File: src/rtl/demux_onehot.sv
// Registered one-hot demultiplexer: routes one word per cycle from a single
// valid/ready producer into one of N per-channel output registers.
module demux_onehot #(
  parameter int unsigned WIDTH = 16,
  parameter int unsigned N     = 3
) (
  input  logic                      clk,
  input  logic                      rst_n,
  input  logic [WIDTH-1:0]          in_data,
  input  logic [N-1:0]              in_sel,
  input  logic                      in_valid,
  output logic                      in_ready,
  output logic [N-1:0][WIDTH-1:0]   out_data,
  output logic [N-1:0]              out_valid,
  input  logic [N-1:0]              out_ready,
  output logic [7:0]                err_cnt,
  output logic                      err
);

  localparam int unsigned ERR_W = 8;
  localparam logic [ERR_W-1:0] ERR_MAX = {ERR_W{1'b1}};

  logic [N-1:0][WIDTH-1:0] r_out_data;
  logic [N-1:0]            r_out_valid;
  logic [ERR_W-1:0]        r_err_cnt;
  logic                    r_err;

  logic [N-1:0]            w_free;
  logic                    w_legal;
  logic                    w_accept;
  logic [N-1:0]            w_load;
  logic                    w_illegal;

  // A slot is free when empty or being drained on this edge.
  assign w_free    = ~r_out_valid | out_ready;
  assign w_legal   = (in_sel != '0) && ((in_sel & (in_sel - N'(1))) == '0);
  // Illegal selects are always accepted so they can be dropped and counted.
  assign in_ready  = w_legal ? |(in_sel & w_free) : 1'b1;
  assign w_accept  = in_valid & in_ready;
  assign w_load    = {N{w_accept & w_legal}} & in_sel;
  assign w_illegal = w_accept & ~w_legal;

  // Per-channel holding registers; a load wins over a simultaneous drain.
  always_ff @(posedge clk or negedge rst_n) begin
    if (!rst_n) begin
      r_out_data  <= '0;
      r_out_valid <= '0;
    end else begin
      for (int i = 0; i < int'(N); i++) begin
        if (w_load[i]) begin
          r_out_data[i]  <= in_data;
          r_out_valid[i] <= 1'b1;
        end else if (out_ready[i]) begin
          r_out_valid[i] <= 1'b0;
        end
      end
    end
  end

  // Saturating drop counter and sticky error flag.
  always_ff @(posedge clk or negedge rst_n) begin
    if (!rst_n) begin
      r_err_cnt <= '0;
      r_err     <= 1'b0;
    end else if (w_illegal) begin
      r_err <= 1'b1;
      if (r_err_cnt != ERR_MAX) begin
        r_err_cnt <= r_err_cnt + ERR_W'(1);
      end
    end
  end

  assign out_data  = r_out_data;
  assign out_valid = r_out_valid;
  assign err_cnt   = r_err_cnt;
  assign err       = r_err;

endmodule

File: config.mk
export PLATFORM = sky130hd
export DESIGN_NAME = demux_onehot
export DESIGN_NICKNAME = d
export VERILOG_FILES = /design/src/rtl/demux_onehot.sv
export SDC_FILE = /design/constraint.sdc
export NUM_CORES = 1
export LEC_CHECK = 0
export CAP_MARGIN = 20
export CORE_ASPECT_RATIO = 0.9
export CORE_MARGIN = 2
export CORE_UTILIZATION = 40
export DETAILED_ROUTE_END_ITERATION = 7
export HOLD_SLACK_MARGIN = 0.1
export PLACE_DENSITY_LB_ADDON = 0.12
export SKIP_LAST_GASP = 1
export SLEW_MARGIN = 25
export SYNTH_ARGS = -nofsm -noshare
export SYNTH_HDL_FRONTEND = slang
export SYNTH_SLANG_ARGS = --single-unit
File: constraint.sdc
create_clock -name clk -period 1.5 [get_ports clk]
set_clock_uncertainty 0.05 [all_clocks]
set_input_delay 0.15 -clock clk [delete_from_list [all_inputs] [get_ports clk]]
set_output_delay 0.15 -clock clk [all_outputs]
set_load 0.01 [all_outputs]
# After elaboration in Yosys (flattened, before gate mapping)
# Index checks and enable logic that the tools add are counted.
dict set report word_totals {
  register_bits 60
  out_inout_bits 61
  elab_cells 35
}
dict set report classes {
  n_addsub 2
  n_eq_ne 1
  muxes 7
  bitwise_logic 9
  n_reduce_logical 8
}
# operator count
set op_table {}
lappend op_table {{$and 3x3->3} 3}
lappend op_table {{$add 8x1->8 const B} 1}
lappend op_table {{$ne 8x8->1 const B} 1}
lappend op_table {{$mux 1} 7}
lappend op_table {{$reduce_bool 2->1} 3}
lappend op_table {{$and 1x1->1} 3}
lappend op_table {{$logic_not 3->1} 1}
lappend op_table {{$not 3->3} 1}
lappend op_table {{$or 3x3->3} 1}
lappend op_table {{$reduce_bool 3->1} 1}
lappend op_table {{$reduce_or 3->1} 1}
lappend op_table {{$sub 3x1->3 const B} 1}
lappend op_table {{$reduce_and 2->1} 1}
lappend op_table {{$logic_and 1x1->1} 1}
lappend op_table {{$not 1->1} 1}

# Logic depth before layout (Yosys ltp)
dict set report depth {
  word_depth 9
  ltp_mapped 6
  mapped_depth_nobuf 4
}

# Worst setup path before layout
# OpenSTA, ideal clock, no wires.
dict set report synth_path {
  path_type {reg-to-reg}
  startpoint {register r_out_valid[2], in the netlist out_valid[2]}
  endpoint {register r_out_data (netlist bit out_data[35])}
  arrival_time_ns 1.327
  setup_slack_ns -0.002
  path_stages_with_launch 6
  period_less_slack_ns 1.502
  cell_sequence {dfrtp_1 -> nand2b_1 -> and4b_1 -> buf_2 -> buf_6 -> mux2_4}
}
dict set report synth_via {
  elab_chain_cells 8
}
# element line
set synth_lines {}
lappend synth_lines {{from (decl)} 24} ;# logic [N-1:0] r_out_valid;
lappend synth_lines {{from (signal assigned)} 47} ;# r_out_valid <= '0;
lappend synth_lines {{from (signal, indexed assignment)} 52} ;# r_out_valid[i] <= 1'b1;
lappend synth_lines {{from (signal, indexed assignment)} 54} ;# r_out_valid[i] <= 1'b0;
lappend synth_lines {{$not 3->3} 35} ;# assign w_free = ~r_out_valid | out_ready;
lappend synth_lines {{$or 3x3->3} 35}
lappend synth_lines {{$and 3x3->3} 38} ;# assign in_ready = w_legal ? |(in_sel & w_free) : 1'b1;
lappend synth_lines {{$reduce_or 3->1} 38}
lappend synth_lines {{$mux 1} 38}
lappend synth_lines {{$and 1x1->1} 39} ;# assign w_accept = in_valid & in_ready;
lappend synth_lines {{$and 1x1->1} 40} ;# assign w_load = {N{w_accept & w_legal}} & in_sel;
lappend synth_lines {{$and 3x3->3} 40}
lappend synth_lines {{to (signal, indexed assignment)} 51} ;# r_out_data[i] <= in_data;
lappend synth_lines {{to (decl)} 23} ;# logic [N-1:0][WIDTH-1:0] r_out_data;
# Every way passes these cells.
# A chain may end at the register's enable or synchronous reset.

# Worst setup path after layout
dict set report layout_path {
  startpoint {register r_out_valid[2], in the netlist out_valid[2]}
  endpoint {register r_out_data (netlist bit out_data[42])}
}
# Same word-level chain as after synthesis.

==> results.py <==
metrics = {
    "outcome": {
        "status": "finished clean",
    },
    "logic_synthesis": {
        "ys_top_cells_by_count": "dfrtp_1 (60), mux2_2 (31), mux2_4 (10)",
        "synth_ff_type": "dfrtp_1",
        "ys_seq_elements": 60,
        "yosysTopAreaCellShare_pct": 60.7,
        "synth_top_area_cell": "dfrtp_1",
        "synth_cell_types": 32,
        "synth_async_sr_flop_share_pct": 100,
        "syn_nets": 187,
        "syn_avg_cell_area_um2": 15.4,
        "seq_area_frac_synth_pct": 60.7,
        "yosys-top-cells-area": "dfrtp_1 (61%), mux2_2 (14%), mux2_4 (6.1%)",
        "ys_warn_count": 0,
        "yosysMostFrequentCell": "dfrtp_1",
        "syn-cell-area_mm2": 0.00247,
        "synthCells": 161,
        "synth-edff-count": 0,
    },
    "clock_network": {
        "cts_max_level": 3,
        "clock-root-buffer": "clkbuf_8",
        "clk_latency_ps": 330,
        "clockBufferDepth": 2,
        "cts_tree": "built",
        "clk_pin_slew_ps": 70,
        "cts_sinks": 60,
        "numCtsBuffers": 9,
    },
    "global_route": {
        "first_global_vias": 1817,
        "track_usage_pct": 17.9,
        "grt_max_degree": 61,
        "grt_overflow": 0,
        "grt_pass1_wl_mm": 9.19,
        "antenna_found_initial": 0,
    },
    "route": {
        "avgRoutedWirePerCell_um": 15.7,
        "dr.pass1.iters": 5,
        "routed_via_density": 4.84,
        "ant_nets": 0,
        "vias": 1724,
        "routed_wl_mm": 5.60,
        "drc": 0,
        "drt-initial-drc-count": 65,
    },
    "critical_path": {
        "cp_max_fo": 8,
        "slowest_stage": "dfrtp_1",
        "worstPathRequired_ps": 1660,
        "end_kind": "flip-flop",
        "worstSetupStartpointType": "flip-flop",
        "cp_cell_sequence": "nand2b_1, and4b_2, clkbuf_16, mux2_4",
        "crit_buf_inv": 1,
        "critPathMaxStageDelay_ps": 370,
        "criticalPathCategory": "reg -> reg",
        "path_delay_family": "simple AND/OR/NAND/NOR gates",
        "cp_data_arrival_time_ps": 1640,
    },
    "floorplan": {
        "die_x_um": 86.9,
        "die_h_um": 78.6,
        "start_util_pct": 40.9,
        "fp-row-count": 27,
        "die_area_mm2": 0.00683,
        "coreArea_mm2": 0.00605,
        "io_pins": 86,
    },
    "sta": {
        "hold_viol": 0,
        "rsz0062_at_grt": "true",
        "setup_violations": 0,
        "slew-limit-headroom_pct": 67.4,
        "worstMarginPinSlew_ps": 487,
        "min_period_ps": 1480,
        "fmax_mhz": 676,
        "slew_violations": 0,
        "whs_ps": 301,
        "period_share_pct": 98.7,
        "fin_ws_ps": 20.0,
    },
    "placed_design": {
        "place.gp.congestion": 0.727,
        "placed_area_mm2": 0.00358,
        "dpl.hpwl_mm": 3.74,
        "port-buffer-count": 85,
        "pre_cts_slack_ps": -395,
    },
    "power_and_ir_drop": {
        "switchingPower_mw": 1.62,
        "ir_drop_mv": 0.875,
        "p_clk_share_pct": 31.7,
        "leakagePower_nw": 1.82,
        "swShare_pct": 26.1,
        "p_per_area_mw_per_mm2": 1570,
        "combPwrFrac_pct": 32.3,
        "p_seq_share_pct": 36.0,
        "p_int_mw": 4.58,
    },
    "layout": {
        "diodes": 0,
        "postLayoutCellArea_mm2": 0.00396,
        "nets": 306,
        "area_delta_synth_final_pct": 60.1,
        "layout-drive-gt1-share_pct": 34.9,
        "final_core_util_pct": 65.4,
    },
    "job": {
        "drv_cap": 0,
    },
    "worst_hold_path": {
        "hp-class": "in -> async",
    },
}
-- power by group through the flow --
stage / Combinational (mW) / Clock (mW) / Sequential, mW
after floorplan: 0.558 / 0 / 2.48
after global placement: 1.97 / 0 / 2.25
after detailed placement: 1.99 / 0 / 2.26
after CTS: 1.99 / 2.01 / 2.23
after global routing: 2.16 / 2.09 / 2.29
final: 2.00 / 1.97 / 2.23
-- worst min-delay path: stages --
cell and delay, ps:
dlygate4sd3_1 520, buf_2 120, buf_12 280
-- cells by family after synthesis --
kind of cell	after synthesis	synth area share, %
compound gates	7	2.02
xor+xnor	4	1.42
fa+ha+maj	1	0.506
buf+inv	9	1.82
flops	60	60.7
mux	53	25.5
simple gates	27	8.00
-- metrics by stage --
step | power [mW] | std cells | setup TNS (ps)
CTS | 6.23 | 354 | -1.65
finish | 6.20 | 356 | 0
detailed placement | 4.25 | 335 | -14230
floorplan | 3.03 | 161 | 0
global route | 6.53 | 356 | -394
global placement | 4.23 | 335 | -13280
-- registers in the layout, summed over array words and instances, names as in the netlist --
name and cells:
err_cnt 8, err 1, out_valid 3, out_data 48
-- area by class of cell --
cell class	instances	area, um2
multi-input combinational	92	965
clock buffer	11	151
tap	72	90.1
sequential	60	1500
fill	462	2090
timing repair buffer	112	1110
inverter	5	18.8
clock inverter	4	120
-- metal layers --
| metal | routed length, um | up-vias | track usage (%) |
|---|---|---|---|
| met4 | 34 | 0 | 4.22 |
| met3 | 364 | 5 | 9.36 |
| met1 | 2690 | 857 | 23.7 |
| met5 | 0 | - | 0 |
| met2 | 2520 | 56 | 26.0 |
| li1 | - | 806 | - |
-- timing repair --
action	in CTS	in global routing
endpoints found under the setup margin	9	17
buffers inserted	3	1
cloned	0	1
pin swaps	1	3
resized for setup	14	12
endpoints found under the hold margin	60	0
hold buffers	1	0
-- cell usage in the layout (no fill, tap or decap), types with 2 or more instances in the layout --
cell	instances
clkdlybuf4s50_1	68
dfrtp_1	60
mux2_2	31
buf_4	22
clkbuf_8	11
mux2_4	10
mux2_1	9
dlygate4sd2_1	9
nand2_1	7
dlymetal6s2s_1	6
inv_1	5
nand2b_1	4
bufinv_16	4
mux2i_1	3
xor2_1	3
buf_12	3
a21oi_1	2
nor2_1	2
-- path summary, 6_finish.rpt --
check | from | endpoint | slack (ps) | cells past startpoint
min | rst_n | out_data[32]$_DFFE_PN0P_ | 300 | 3
min reg2reg | err$_DFFE_PN0P_ | err$_DFFE_PN0P_ | 420 | 1
max reg2reg | out_valid[2]$_DFFE_PN0P_ | out_data[42]$_DFFE_PN0P_ | 20 | 4
min in group clk | in_sel[2] | out_valid[1]$_DFFE_PN0P_ | 370 | 5
max in group asynchronous | rst_n | out_valid[1]$_DFFE_PN0P_ | 830 | 3
max | out_valid[2]$_DFFE_PN0P_ | out_data[42]$_DFFE_PN0P_ | 20 | 4
(Power assumes the default switching activity.)
